==> config.mk <==
export PLATFORM = sky130hd
export DESIGN_NAME = xif_coproc_ctrl_flat
export DESIGN_NICKNAME = d
export VERILOG_FILES = /design/src/rtl/xif_coproc_ctrl_pkg.sv /design/src/rtl/xif_coproc_ctrl_if.sv /design/src/rtl/xif_coproc_ctrl_fifo.sv /design/src/rtl/xif_coproc_ctrl.sv /design/src/flat_wrapper.sv
export SDC_FILE = /design/constraint.sdc
export NUM_CORES = 1
export LEC_CHECK = 0
export ABC_AREA = 1
export CAP_MARGIN = 20
export CORE_ASPECT_RATIO = 1.25
export CORE_MARGIN = 4
export CORE_UTILIZATION = 27
export DETAILED_ROUTE_END_ITERATION = 8
export GPL_TIMING_DRIVEN = 1
export SLEW_MARGIN = 20
export SYNTH_ARGS = -nofsm -noshare
export SYNTH_HDL_FRONTEND = slang
export SYNTH_HIERARCHICAL = 1
export SYNTH_SLANG_ARGS = --single-unit
==> constraint.sdc <==
create_clock -name clk -period 4.5 [get_ports clk]
set_clock_uncertainty 0.15 [all_clocks]
set_input_delay 0.675 -clock clk [delete_from_list [all_inputs] [get_ports clk]]
set_output_delay 0.675 -clock clk [all_outputs]
set_load 0.005 [all_outputs]
==> src/rtl/xif_coproc_ctrl_pkg.sv <==
// Shared types and constants for the XIF coprocessor controller.
// Included first so every other file can import xif_coproc_pkg::*.
package xif_coproc_pkg;

    localparam int XIF_XLEN  = 32;
    localparam int XIF_ID_W  = 4;
    localparam int XIF_RFW_W = 32;
    localparam int XIF_DEPTH = 4;

    typedef enum logic [1:0] {
        FREE,
        ISSUED,
        COMMITTED,
        KILLED
    } id_state_e;

    typedef struct packed {
        logic [XIF_ID_W-1:0]  id;
        logic [XIF_RFW_W-1:0] data;
        logic [4:0]           rd;
        logic                 we;
        logic                 exc;
        logic [5:0]           exccode;
    } res_entry_t;

    localparam logic [6:0] OPC_OP_FP  = 7'b1010011;
    localparam logic [6:0] OPC_FMADD  = 7'b1000011;
    localparam logic [6:0] OPC_FMSUB  = 7'b1000111;
    localparam logic [6:0] OPC_FNMSUB = 7'b1001011;
    localparam logic [6:0] OPC_FNMADD = 7'b1001111;

    localparam logic [4:0] F5_FCMP   = 5'b10100;
    localparam logic [4:0] F5_FMV_X  = 5'b11100;
    localparam logic [4:0] F5_FCVT_W = 5'b11000;

endpackage

==> src/rtl/xif_coproc_ctrl_if.sv <==
// Issue/commit/result channels plus the FPU op and result links.
// slave is the coprocessor controller, master drives it.
interface xif_coproc_ctrl_if
    import xif_coproc_pkg::*;
#(
    parameter int XLEN        = XIF_XLEN,
    parameter int X_ID_WIDTH  = XIF_ID_W,
    parameter int X_RFW_WIDTH = XIF_RFW_W
) ();

    logic                   issue_valid;
    logic                   issue_ready;
    logic [XLEN-1:0]        issue_instr;
    logic [X_ID_WIDTH-1:0]  issue_id;
    logic                   issue_accept;
    logic                   issue_writeback;

    logic                   commit_valid;
    logic [X_ID_WIDTH-1:0]  commit_id;
    logic                   commit_kill;

    logic                   op_valid;
    logic                   op_ready;
    logic [XLEN-1:0]        op_instr;
    logic [X_ID_WIDTH-1:0]  op_id;

    logic                   fpu_res_valid;
    logic [X_ID_WIDTH-1:0]  fpu_res_id;
    logic [X_RFW_WIDTH-1:0] fpu_res_data;
    logic [4:0]             fpu_res_rd;
    logic                   fpu_res_exc;
    logic [5:0]             fpu_res_exccode;

    logic                   result_valid;
    logic                   result_ready;
    logic [X_ID_WIDTH-1:0]  result_id;
    logic [X_RFW_WIDTH-1:0] result_data;
    logic [4:0]             result_rd;
    logic                   result_we;
    logic                   result_exc;
    logic [5:0]             result_exccode;

    modport slave (
        input  issue_valid, issue_instr, issue_id,
        output issue_ready, issue_accept, issue_writeback,
        input  commit_valid, commit_id, commit_kill,
        output op_valid, op_instr, op_id,
        input  op_ready,
        input  fpu_res_valid, fpu_res_id, fpu_res_data,
        input  fpu_res_rd, fpu_res_exc, fpu_res_exccode,
        output result_valid, result_id, result_data,
        output result_rd, result_we, result_exc, result_exccode,
        input  result_ready
    );

    modport master (
        output issue_valid, issue_instr, issue_id,
        input  issue_ready, issue_accept, issue_writeback,
        output commit_valid, commit_id, commit_kill,
        input  op_valid, op_instr, op_id,
        output op_ready,
        output fpu_res_valid, fpu_res_id, fpu_res_data,
        output fpu_res_rd, fpu_res_exc, fpu_res_exccode,
        input  result_valid, result_id, result_data,
        input  result_rd, result_we, result_exc, result_exccode,
        output result_ready
    );

endinterface

==> src/rtl/xif_coproc_ctrl_fifo.sv <==
// Synchronous circular FIFO for FPU result entries; head is read
// straight from storage so it is visible the cycle after the push.
module xif_result_fifo #(
    parameter int W     = 8,
    parameter int DEPTH = 4,
    parameter int CW    = $clog2(DEPTH + 1)
) (
    input  logic          clk,
    input  logic          rst,
    input  logic          push_i,
    input  logic          pop_i,
    input  logic [W-1:0]  data_i,
    output logic [W-1:0]  data_o,
    output logic [CW-1:0] count_o,
    output logic          full_o,
    output logic          empty_o
);
    localparam int PW = (DEPTH > 1) ? $clog2(DEPTH) : 1;

    logic [W-1:0]  mem_q [DEPTH];
    logic [PW-1:0] wr_q, wr_d;
    logic [PW-1:0] rd_q, rd_d;
    logic [CW-1:0] cnt_q, cnt_d;

    function automatic logic [PW-1:0] nxt(input logic [PW-1:0] p);
        return (p == PW'(DEPTH - 1)) ? '0 : p + 1'b1;
    endfunction

    always_comb begin
        wr_d  = push_i ? nxt(wr_q) : wr_q;
        rd_d  = pop_i ? nxt(rd_q) : rd_q;
        cnt_d = cnt_q + CW'(push_i) - CW'(pop_i);
    end

    always_ff @(posedge clk) begin
        if (rst) begin
            wr_q  <= '0;
            rd_q  <= '0;
            cnt_q <= '0;
        end else begin
            wr_q  <= wr_d;
            rd_q  <= rd_d;
            cnt_q <= cnt_d;
        end
    end

    always_ff @(posedge clk) begin
        if (push_i) mem_q[wr_q] <= data_i;
    end

    assign data_o  = mem_q[rd_q];
    assign count_o = cnt_q;
    assign full_o  = (cnt_q == CW'(DEPTH));
    assign empty_o = (cnt_q == '0);

endmodule

==> src/rtl/xif_coproc_ctrl.sv <==
// XIF coprocessor controller: decode, per-ID commit tracking and
// completion-order retire of FPU results back to the CPU.
module xif_coproc_ctrl
    import xif_coproc_pkg::*;
#(
    parameter int DEPTH = XIF_DEPTH
) (
    input  logic             clk,
    input  logic             rst,
    xif_coproc_ctrl_if.slave bus
);
    localparam int NID = 2 ** XIF_ID_W;
    localparam int CW  = $clog2(DEPTH + 1);

    id_state_e      state_q [NID];
    id_state_e      state_d [NID];
    logic [NID-1:0] wb_q, wb_d;
    logic [CW-1:0]  inflight_q, inflight_d;

    logic [6:0]    opc;
    logic [4:0]    f5;
    logic          dec_acc, dec_wb;
    logic          hs, iss, pop, rv;
    res_entry_t    push_e, head;
    id_state_e     head_st;
    logic [CW-1:0] fifo_cnt;
    logic          fifo_full, fifo_empty;
    logic          unused_fifo;

    always_comb begin
        opc     = bus.issue_instr[6:0];
        f5      = bus.issue_instr[31:27];
        dec_acc = opc inside {OPC_OP_FP, OPC_FMADD, OPC_FMSUB,
                              OPC_FNMSUB, OPC_FNMADD};
        dec_wb  = dec_acc &
                  (f5 inside {F5_FCMP, F5_FMV_X, F5_FCVT_W});
    end

    assign bus.issue_ready = !rst & bus.op_ready &
                             (inflight_q < CW'(DEPTH)) &
                             (state_q[bus.issue_id] == FREE);
    assign hs  = bus.issue_valid & bus.issue_ready;
    assign iss = hs & dec_acc;

    assign bus.issue_accept    = iss;
    assign bus.issue_writeback = hs & dec_wb;
    assign bus.op_valid        = iss;
    assign bus.op_instr        = bus.issue_instr;
    assign bus.op_id           = bus.issue_id;

    always_comb begin
        push_e         = '0;
        push_e.id      = bus.fpu_res_id;
        push_e.data    = bus.fpu_res_data;
        push_e.rd      = bus.fpu_res_rd;
        push_e.we      = wb_q[bus.fpu_res_id];
        push_e.exc     = bus.fpu_res_exc;
        push_e.exccode = bus.fpu_res_exccode;
    end

    xif_result_fifo #(
        .W     ($bits(res_entry_t)),
        .DEPTH (DEPTH),
        .CW    (CW)
    ) u_fifo (
        .clk     (clk),
        .rst     (rst),
        .push_i  (bus.fpu_res_valid),
        .pop_i   (pop),
        .data_i  (push_e),
        .data_o  (head),
        .count_o (fifo_cnt),
        .full_o  (fifo_full),
        .empty_o (fifo_empty)
    );

    // Credit tracking already rules out overflow; count/full are spare.
    assign unused_fifo = ^{fifo_cnt, fifo_full};

    // Head waits while ISSUED, drops silently when KILLED.
    assign head_st = state_q[head.id];
    assign rv  = !fifo_empty & (head_st == COMMITTED);
    assign pop = !fifo_empty &
                 ((head_st == KILLED) | (rv & bus.result_ready));

    assign bus.result_valid   = rv;
    assign bus.result_id      = rv ? head.id : '0;
    assign bus.result_data    = rv ? head.data : '0;
    assign bus.result_rd      = rv ? head.rd : '0;
    assign bus.result_we      = rv & head.we;
    assign bus.result_exc     = rv & head.exc;
    assign bus.result_exccode = rv ? head.exccode : '0;

    always_comb begin
        state_d    = state_q;
        wb_d       = wb_q;
        inflight_d = inflight_q + CW'(iss) - CW'(pop);
        if (pop) state_d[head.id] = FREE;
        if (bus.commit_valid && state_q[bus.commit_id] == ISSUED)
            state_d[bus.commit_id] = bus.commit_kill ? KILLED : COMMITTED;
        if (iss) begin
            state_d[bus.issue_id] = ISSUED;
            wb_d[bus.issue_id]    = dec_wb;
        end
    end

    always_ff @(posedge clk) begin
        if (rst) begin
            for (int i = 0; i < NID; i++) state_q[i] <= FREE;
            wb_q       <= '0;
            inflight_q <= '0;
        end else begin
            state_q    <= state_d;
            wb_q       <= wb_d;
            inflight_q <= inflight_d;
        end
    end

endmodule

==> src/flat_wrapper.sv <==
// flat-port wrapper written by rule: the top's interface ports become plain ports
module xif_coproc_ctrl_flat import xif_coproc_pkg::*;
#(
    parameter int DEPTH = XIF_DEPTH
)
  (clk, rst, bus_issue_valid, bus_issue_instr, bus_issue_id, bus_issue_ready, bus_issue_accept, bus_issue_writeback, bus_commit_valid, bus_commit_id, bus_commit_kill, bus_op_valid, bus_op_instr, bus_op_id, bus_op_ready, bus_fpu_res_valid, bus_fpu_res_id, bus_fpu_res_data, bus_fpu_res_rd, bus_fpu_res_exc, bus_fpu_res_exccode, bus_result_valid, bus_result_id, bus_result_data, bus_result_rd, bus_result_we, bus_result_exc, bus_result_exccode, bus_result_ready);
  xif_coproc_ctrl_if bus_i ();
  input  logic clk;
  input  logic rst;
  input wire logic [$bits(bus_i.issue_valid)-1:0] bus_issue_valid;
  input wire logic [$bits(bus_i.issue_instr)-1:0] bus_issue_instr;
  input wire logic [$bits(bus_i.issue_id)-1:0] bus_issue_id;
  output wire logic [$bits(bus_i.issue_ready)-1:0] bus_issue_ready;
  output wire logic [$bits(bus_i.issue_accept)-1:0] bus_issue_accept;
  output wire logic [$bits(bus_i.issue_writeback)-1:0] bus_issue_writeback;
  input wire logic [$bits(bus_i.commit_valid)-1:0] bus_commit_valid;
  input wire logic [$bits(bus_i.commit_id)-1:0] bus_commit_id;
  input wire logic [$bits(bus_i.commit_kill)-1:0] bus_commit_kill;
  output wire logic [$bits(bus_i.op_valid)-1:0] bus_op_valid;
  output wire logic [$bits(bus_i.op_instr)-1:0] bus_op_instr;
  output wire logic [$bits(bus_i.op_id)-1:0] bus_op_id;
  input wire logic [$bits(bus_i.op_ready)-1:0] bus_op_ready;
  input wire logic [$bits(bus_i.fpu_res_valid)-1:0] bus_fpu_res_valid;
  input wire logic [$bits(bus_i.fpu_res_id)-1:0] bus_fpu_res_id;
  input wire logic [$bits(bus_i.fpu_res_data)-1:0] bus_fpu_res_data;
  input wire logic [$bits(bus_i.fpu_res_rd)-1:0] bus_fpu_res_rd;
  input wire logic [$bits(bus_i.fpu_res_exc)-1:0] bus_fpu_res_exc;
  input wire logic [$bits(bus_i.fpu_res_exccode)-1:0] bus_fpu_res_exccode;
  output wire logic [$bits(bus_i.result_valid)-1:0] bus_result_valid;
  output wire logic [$bits(bus_i.result_id)-1:0] bus_result_id;
  output wire logic [$bits(bus_i.result_data)-1:0] bus_result_data;
  output wire logic [$bits(bus_i.result_rd)-1:0] bus_result_rd;
  output wire logic [$bits(bus_i.result_we)-1:0] bus_result_we;
  output wire logic [$bits(bus_i.result_exc)-1:0] bus_result_exc;
  output wire logic [$bits(bus_i.result_exccode)-1:0] bus_result_exccode;
  input wire logic [$bits(bus_i.result_ready)-1:0] bus_result_ready;
  assign bus_i.issue_valid = bus_issue_valid;
  assign bus_i.issue_instr = bus_issue_instr;
  assign bus_i.issue_id = bus_issue_id;
  assign bus_issue_ready = bus_i.issue_ready;
  assign bus_issue_accept = bus_i.issue_accept;
  assign bus_issue_writeback = bus_i.issue_writeback;
  assign bus_i.commit_valid = bus_commit_valid;
  assign bus_i.commit_id = bus_commit_id;
  assign bus_i.commit_kill = bus_commit_kill;
  assign bus_op_valid = bus_i.op_valid;
  assign bus_op_instr = bus_i.op_instr;
  assign bus_op_id = bus_i.op_id;
  assign bus_i.op_ready = bus_op_ready;
  assign bus_i.fpu_res_valid = bus_fpu_res_valid;
  assign bus_i.fpu_res_id = bus_fpu_res_id;
  assign bus_i.fpu_res_data = bus_fpu_res_data;
  assign bus_i.fpu_res_rd = bus_fpu_res_rd;
  assign bus_i.fpu_res_exc = bus_fpu_res_exc;
  assign bus_i.fpu_res_exccode = bus_fpu_res_exccode;
  assign bus_result_valid = bus_i.result_valid;
  assign bus_result_id = bus_i.result_id;
  assign bus_result_data = bus_i.result_data;
  assign bus_result_rd = bus_i.result_rd;
  assign bus_result_we = bus_i.result_we;
  assign bus_result_exc = bus_i.result_exc;
  assign bus_result_exccode = bus_i.result_exccode;
  assign bus_i.result_ready = bus_result_ready;
  xif_coproc_ctrl #(.DEPTH(DEPTH)) u_core (.clk(clk), .rst(rst), .bus(bus_i));
endmodule
==> results of run 1 <==
-- what timing repair did --
| action | CTS | global route |
|---|---|---|
| buffers inserted | 0 | 1 |
| setup endpoints to repair | 0 | 49 |
| gates resized for setup | 0 | 2 |
-- registers in the layout (all words and copies together) (netlist names), named ones only --
signal,flops
u_core/u_fifo/wr_q,2
u_core/u_fifo/mem_q,196
u_core/wb_q,16
u_core/u_fifo/count_o,3
u_core/u_fifo/rd_q,2
u_core/inflight_q,3
u_core/state_q,32
-- metal layers --
layer  track usage [%]  vias up
li1                  -     4962
met1              15.7     4607
met2              23.0      280
met3              2.52       70
met4              4.97        0
met5                 0        -
-- worst min-delay path, delay by kind of cell (launching register included) --
kind	cells	cell delay, ps
simple gates	1	80
flops	1	330
compound gates	1	40
-- report_power, final --
group | internal, mW | switching (mW) | leakage, nW
registers | 2.63 | 0.0174 | 2.29
clock network | 1.41 | 0.940 | 0.446
logic | 0.120 | 0.214 | 3.50
total | 4.16 | 1.17 | 6.23
-- cell usage in the layout, fill, tap and decap left out, types with 9 or more instances in the layout --
| cell | count |
|---|---|
| nand2_1 | 385 |
| inv_1 | 213 |
| nor2_1 | 211 |
| edfxtp_1 | 196 |
| clkdlybuf4s50_1 | 145 |
| a21oi_1 | 67 |
| dfxtp_1 | 58 |
| o211ai_1 | 52 |
| o21ai_0 | 51 |
| nand3_1 | 46 |
| o21ai_1 | 41 |
| clkbuf_16 | 29 |
| nand4_1 | 21 |
| buf_4 | 21 |
| a21oi_2 | 10 |
| ha_1 | 9 |
-- final timing paths --
kind	startpoint	to	cells after the start
setup / recovery	flip-flop	bus_result_data[11]	16
setup reg to reg	flip-flop	u_core/inflight_q[2]	20
hold / removal	u_core/wb_q[4]	u_core/wb_q[4]	2
hold reg to reg	u_core/wb_q[4]	u_core/wb_q[4]	2
-- cell type report --
type	count	area, sq um	share of cell area (%)
Sequential cell	256	7090	45.9
Inverter	221	830	5.36
Clock buffer	34	744	4.81
Timing Repair Buffer	170	1680	10.9
Tap cell	630	788	5.10
Antenna cell	1	2.50	0.0162
Multi-Input combinational cell	908	4110	26.6
Clock inverter	19	210	1.36
-- through the flow --
| step | instance area [sq um] | power [mW] | utilization (%) | setup WS (ps) |
|---|---|---|---|---|
| 4_1_cts | 15400 | 5.43 | 33.2 | 35.5 |
| 5_1_grt | 15500 | 5.55 | 33.3 | 46.1 |
| 6_report | 15500 | 5.33 | 33.3 | 422 |
| 3_5_place_dp | 14500 | 3.04 | 31.2 | 539 |
| 2_1_floorplan | 12800 | 2.88 | - | 1080 |
| 3_3_place_gp | 14500 | 3.03 | 31.2 | 560 |
==> flow_metrics.tcl, run 1 <==
set metrics [dict create \
    grt_max_degree 73 \
    cts_tree "built" \
    hold_buffers 0 \
    hold_class "flip-flop to flip-flop" \
    cp.required_ps 3670 \
    clock_path_buffers 3 \
    highest_layer "met4" \
    ios 186 \
    core_area_sq_mm 0.0465 \
    fin_crit_ps 4080 \
    arrival_ps 3250 \
    synth.cell_area_sq_mm 0.0128 \
    overflow 0 \
    cp-start-kind "flip-flop" \
    wirelength_mm 34.3 \
    max_freq_ghz 0.245 \
    cts_buffers 29 \
    slew_headroom_pct 45.0 \
    max_stage_delay_ps 520 \
    slew_viol_final 0 \
    ant_nets 0 \
    stdcell_count 2239 \
    drv_cap 0 \
    rrSetupSlack_ps 1040 \
    routed-wl-met3_mm 1.97 \
    die_y_um 251 \
    pwr_density_cell_mw_per_mm2 345 \
    syn_area_per_cell_sq_um 8.54 \
    grt_pass1_vias 9455 \
    first_iter_violations 511 \
    place_hpwl_mm 23.2 \
    dp_cells 2183 \
    num-fill-cells 4856 \
    cp-end-kind "primary output" \
    postSynthCellCount 1494 \
    cts_root_buffer "clkbuf_16" \
    finalHoldViolations 0 \
    total_leakage_power_nw 6.23 \
    grt_pass1_wl_mm 53.0 \
    status "complete, no violations" \
    met2_length_mm 17.0 \
    drt-met1-wl_mm 14.0 \
    grt_util_all_layers_pct 13.0 \
    clkSlewWorstSetupHoldPaths_ps 60 \
    htree_levels 1 \
    cts.sinks 256 \
    rsz0062_at_grt "false" \
    dr.pass1.iters 5 \
    antenna_found_initial 1 \
    rows 88 \
    dieArea_sq_mm 0.0508 \
    post-route-drc-count 0 \
    setup_viol_count_final 0 \
    period_share_pct 90.6 \
    start_util_pct 27.5 \
    path_buf_inv 3 \
    ir_drop_uv 223 \
    cpMaxStageDelayCell "clkdlybuf4s50_1" \
    fin_tns_setup_ps 0 \
    gp_congestion 0.923 \
    synth_fp_nets 1601 \
    nNetsFinal 1693 \
    syn_to_final_growth_pct 21.2 \
    cp_common_cell "nand2_1" \
    path_max_fanout 34 \
    numPortBuffers 145 \
    via_per_inst 4.43 \
    yosys_warnings 6 \
    drive_above_1_share_pct 5.91 \
    timing.hold.ws_ps 342 \
    clock_latency_ps 550 \
    worstPathCellList "a21oi_1 > o21ai_0 > nand2_2 > buf_4 > nand2_1 > nand2_1 > nand2_1 > nand2_1 > nand2_1 > nand2_1 > nor2_1 > nor2_2 > nand2_4 > buf_12 > nor2_1 > clkdlybuf4s50_1" \
    num_vias 9919 \
    crit_type "flip-flop to primary output" \
    tightest_slew_ps 825 \
    cpLargestDelayFamily "simple AND/OR/NAND/NOR gates" \
    wl_per_cell_um 15.3 \
    die_w_um 202 \
]
Note: power is estimated with default switching activity, not from simulation.
==> run 2, diff against run 1 <==
--- a/config.mk
+++ b/config.mk
@@ -12,6 +12,7 @@
 export CORE_UTILIZATION = 27
 export DETAILED_ROUTE_END_ITERATION = 8
 export GPL_TIMING_DRIVEN = 1
+export MAX_ROUTING_LAYER = met4
 export SLEW_MARGIN = 20
 export SYNTH_ARGS = -nofsm -noshare
 export SYNTH_HDL_FRONTEND = slang
==> run 2 against run 1 <==
  * Via count is 0.73% lower
  * Global-route usage grew 0.30 points
  * Utilization down 0.23 points
  * Register-to-register slack got worse by 20 ps
  * Cell count about the same
  * Power shrank 3.3%
  * Sequential share of layout area grew 0.32 points
  * Sequential power barely moved
  * Maximum frequency down 0.69%
==> flow_metrics.tcl, run 2 (synthesis results as in run 1) <==
set metrics [dict create \
    cp.required_ps 3670 \
    cts_buffers 29 \
    clock_latency_ps 560 \
    ant_nets 0 \
    hold_path_depth 2 \
    timing.hold.ws_ps 339 \
    syn_to_final_growth_pct 20.3 \
    gp_congestion 0.912 \
    num_vias 9847 \
    rrSetupSlack_ps 1020 \
    htree_levels 1 \
    antenna_found_initial 1 \
    start_util_pct 27.5 \
    min_from "u_core/wb_q[4]" \
    cts_tree "built" \
    die_w_um 202 \
    ff2ff_path_depth 18 \
    finalHoldViolations 0 \
    rsz0062_at_grt "false" \
    ios 186 \
    numPortBuffers 145 \
    grt_max_degree 77 \
    cts.sinks 256 \
    rows 88 \
    clock_path_buffers 3 \
    grt_util_all_layers_pct 13.3 \
    top_register "u_core/u_fifo/mem_q" \
    post-route-drc-count 0 \
    grt_pass1_vias 9499 \
    whs_endpoint "u_core/wb_q[4]" \
    period_share_pct 91.3 \
    hold_buffers 0 \
    worstPathCellList "o211ai_1 > nand2_1 > buf_4 > nand2_1 > o21ai_0 > nand2_1 > nand2_1 > nand2_1 > nand2_1 > nor2_1 > nor2_2 > nand2_4 > nor2_1 > clkdlybuf4s50_1" \
    num-fill-cells 4875 \
    die_y_um 251 \
    multi_input_area_sq_mm 0.00411 \
    cp-end-kind "primary output" \
    final_cell_mix "nand2_1 (386), inv_1 (213), nor2_1 (211)" \
    power.total_mw 5.16 \
    cp_common_cell "nand2_1" \
    dieArea_sq_mm 0.0508 \
    overflow 0 \
    wirelength_mm 33.8 \
    max_stage_delay_ps 610 \
    reg.largest.list "u_core/u_fifo/mem_q: 196 flops, u_core/state_q: 32 flops, u_core/wb_q: 16 flops" \
    hold_class "flip-flop to flip-flop" \
    wl_per_cell_um 15.1 \
    fin_crit_ps 4110 \
    fin_tns_setup_ps 0 \
    via_per_inst 4.40 \
    drv_cap 0 \
    clkSlewWorstSetupHoldPaths_ps 60 \
    largest_reg_flops 196 \
    tightest_slew_ps 824 \
    postLayoutCoreUtil_pct 33.1 \
    core_area_sq_mm 0.0465 \
    grt_pass1_wl_mm 52.8 \
    max_freq_ghz 0.244 \
    cpLargestDelayFamily "simple AND/OR/NAND/NOR gates" \
    total_leakage_power_nw 6.20 \
    drive_above_1_share_pct 5.66 \
    final_common_cell "nand2_1" \
    status "complete, no violations" \
    first_iter_violations 595 \
    path_buf_inv 2 \
    dr.pass1.iters 5 \
    place_hpwl_mm 23.1 \
    cts_root_buffer "clkbuf_16" \
    cp-start-kind "flip-flop" \
    crit_type "flip-flop to primary output" \
    cpMaxStageDelayCell "clkdlybuf4s50_1" \
    setup_viol_count_final 0 \
    seq_area_sq_mm 0.00709 \
    rr_endpoint "u_core/inflight_q[2]" \
    nNetsFinal 1693 \
    slew_headroom_pct 44.5 \
    path_max_fanout 25 \
    arrival_ps 3280 \
    slew_viol_final 0 \
    pwr_density_cell_mw_per_mm2 336 \
    ir_drop_uv 212 \
]
==> run 2: changes by cell type in the layout (fill, tap and decap cells not counted), sizes merged <==
cell	before	now
clkinvlp	6	2
clkinv	7	13
bufinv	4	1
==> run 2: how the worst max path moves through the flow <==
stage	from	endpoint	slack [ps]	cells after the start
4_1_cts	flip-flop	bus_result_data[30]	130	15
6_report	flip-flop	bus_result_id[3]	390	14
5_1_grt	flip-flop	bus_result_data[30]	50	15
3_5_place_dp	bus_issue_id[0]	bus_issue_accept	630	11
2_1_floorplan	flip-flop	u_core/inflight_q[2]	1080	24
3_3_place_gp	bus_issue_id[0]	bus_issue_writeback	610	11
==> run 2: timing repair <==
item	4_1_cts	5_1_grt
buffers inserted	0	1
resized for setup	0	1
setup endpoints to repair	0	36
==> run 2: cell type report <==
type                       count  area share [%]
timing repair buffer         170            10.8
clock inverter                18           0.847
inverter                     221            5.40
tap                          630            5.13
antenna                        1          0.0163
clock buffer                  34            4.85
multi-input combinational    908            26.8
sequential                   256            46.2
==> run 2: worst min-delay path, cell delays in order, from the launching register on <==
cell,delay [ps]
dfxtp_1,330
a31oi_1,40
nor2_1,80
==> run 2: through the flow <==
step                      cell area (sq um)  worst slack (ps)  std cells
final                                 15400               394       2238
after global routing                  15400              52.7       2238
after CTS                             15300               126       2236
after detailed placement              14500               631       2184
after global placement                14500               612       2184
after floorplan                       12800              1080       1494
==> run 2: power by group <==
part | total [mW] | internal, mW | switching (mW)
Clock | 2.18 | 1.24 | 0.939
Sequential | 2.65 | 2.63 | 0.0178
Combinational | 0.331 | 0.118 | 0.213
==> run 2: routing by layer <==
| layer | vias to the layer above | global-route usage [%] | wire [um] |
|---|---|---|---|
| li1 | 4968 | - | - |
| met1 | 4554 | 15.1 | 13400 |
| met2 | 257 | 23.7 | 17300 |
| met3 | 68 | 2.09 | 1830 |
| met4 | 0 | 5.03 | 1260 |
| met5 | - | - | 0 |
==> run 3, diff against run 2 <==
--- a/config.mk
+++ b/config.mk
@@ -8,7 +8,7 @@
 export ABC_AREA = 1
 export CAP_MARGIN = 20
 export CORE_ASPECT_RATIO = 1.25
-export CORE_MARGIN = 4
+export CORE_MARGIN = 1.5
 export CORE_UTILIZATION = 27
 export DETAILED_ROUTE_END_ITERATION = 8
 export GPL_TIMING_DRIVEN = 1
==> run 3 against run 2 <==
  * Power is 2.6% higher
  * Non-clock buffer count is 2 lower
  * Worst hold slack worse by 4.8 ps
  * Sequential power hardly changed
  * Routed wire length is 1.1% lower
  * Largest power group unchanged
==> flow_metrics.tcl, run 3 (synthesis results as in run 1) <==
set metrics [dict create \
    finish.instance_area_sq_mm 0.0154 \
    cts_resized 0 \
    dieArea_sq_mm 0.0486 \
    drv_cap 0 \
    status "complete, no violations" \
    tightest_slew_ps 940 \
    slew_headroom_pct 37.3 \
    ff2ff_path_depth 19 \
    clock_latency_ps 550 \
    total_leakage_power_nw 6.20 \
    grt_util_all_layers_pct 14.2 \
    final_common_cell "nand2_1" \
    first_iter_violations 617 \
    wl_per_cell_um 14.9 \
    hold_path_depth 2 \
    top_register "u_core/u_fifo/mem_q" \
    postLayoutCoreUtil_pct 33.2 \
    ant_nets 0 \
    die_y_um 246 \
    clock_path_buffers 3 \
    ir_drop_uv 186 \
    numPortBuffers 145 \
    cp-end-kind "primary output" \
    cts_root_buffer "clkbuf_16" \
    pwr_density_cell_mw_per_mm2 344 \
    via_per_inst 4.43 \
    power.total_mw 5.29 \
    reg.largest.list "u_core/u_fifo/mem_q: 196 flops, u_core/state_q: 32 flops, u_core/wb_q: 16 flops" \
    overflow 0 \
    post-route-drc-count 0 \
    cts_buffers 28 \
    fin_tns_setup_ps 0 \
    crit_type "flip-flop to primary output" \
    num_vias 9904 \
    slew_viol_final 0 \
    gp_congestion 0.973 \
    grt_pass1_vias 9330 \
    cp-start-kind "flip-flop" \
    max_freq_ghz 0.238 \
    die_w_um 197 \
    htree_levels 1 \
    core_area_sq_mm 0.0465 \
    drive_above_1_share_pct 5.86 \
    start_util_pct 27.5 \
    antenna_found_initial 1 \
    wirelength_mm 33.4 \
    place_hpwl_mm 23.0 \
    grt_max_degree 79 \
    cp.required_ps 3670 \
    place_area_sq_mm 0.0144 \
    cts.sinks 256 \
    rsz0062_at_grt "false" \
    period_share_pct 93.2 \
    cts_tree "built" \
    final_cell_mix "nand2_1 (386), inv_1 (213), nor2_1 (209)" \
    hold_class "flip-flop to flip-flop" \
    cts_setup_buffers 0 \
    clkSlewWorstSetupHoldPaths_ps 60 \
    nNetsFinal 1690 \
    ios 186 \
    largest_reg_flops 196 \
    finalHoldViolations 0 \
    dr.pass1.iters 5 \
    rows 88 \
    hold_buffers 0 \
    grt_pass1_wl_mm 52.0 \
    syn_to_final_growth_pct 20.7 \
    path_max_fanout 77 \
    setup_viol_count_final 0 \
    arrival_ps 3370 \
    fin_crit_ps 4190 \
]
run 3: cell count changes in the layout (fill, tap and decap cells not counted), sizes merged:
cell	change
clkbuf	-1
clkinv	-2
bufinv	+3
inv	-3
clkinvlp	+3
buf	-2
run 3: path summary, 6_finish.rpt:
check	startpoint	slack, ps	end
max	flip-flop	310	bus_result_data[25]
min reg2reg	u_core/wb_q[4]	330	u_core/wb_q[4]
min	u_core/wb_q[4]	330	u_core/wb_q[4]
max reg2reg	flip-flop	1130	u_core/inflight_q[2]
run 3: cell type report:
cell class	instances	area [sq um]
clock buffers	33	741
fillers	4855	31100
flip-flops and latches	256	7090
inverters	221	833
well taps	630	788
repair buffers	168	1630
diodes	1	2.50
multi-input cells	908	4120
clock inverters	19	200
run 3: per-stage QoR:
stage	instances	worst slack [ps]	hold slack, ps
2_1_floorplan	1494	1080	296
3_3_place_gp	2183	676	312
3_5_place_dp	2183	660	323
4_1_cts	2235	112	338
5_1_grt	2236	19.0	355
6_report	2236	306	334
run 3: worst max-delay path: stages, from the launching register on:
cell             delay (ps)
dfxtp_4                 440
buf_4                   540
buf_4                   730
o211ai_1                200
nand2_1                 130
inv_1                    60
nor2_1                  120
clkdlybuf4s50_1         510
run 3: power breakdown:
group,total (mW),internal [mW],switching [mW]
Clock,2.31,1.40,0.913
Combinational,0.332,0.118,0.214
Sequential,2.65,2.63,0.0181
run 3: per-layer routing:
metal  wire length, um  share of wire [%]  GRT usage [%]  vias up
met1             13900                 41           16.5     4635
met4              1000                3.0           4.67        0
li1                  -                  -              -     4957
met3              1710                5.1           2.00       58
met5                 0                  0              -        -
met2             16900                 50           25.0      254
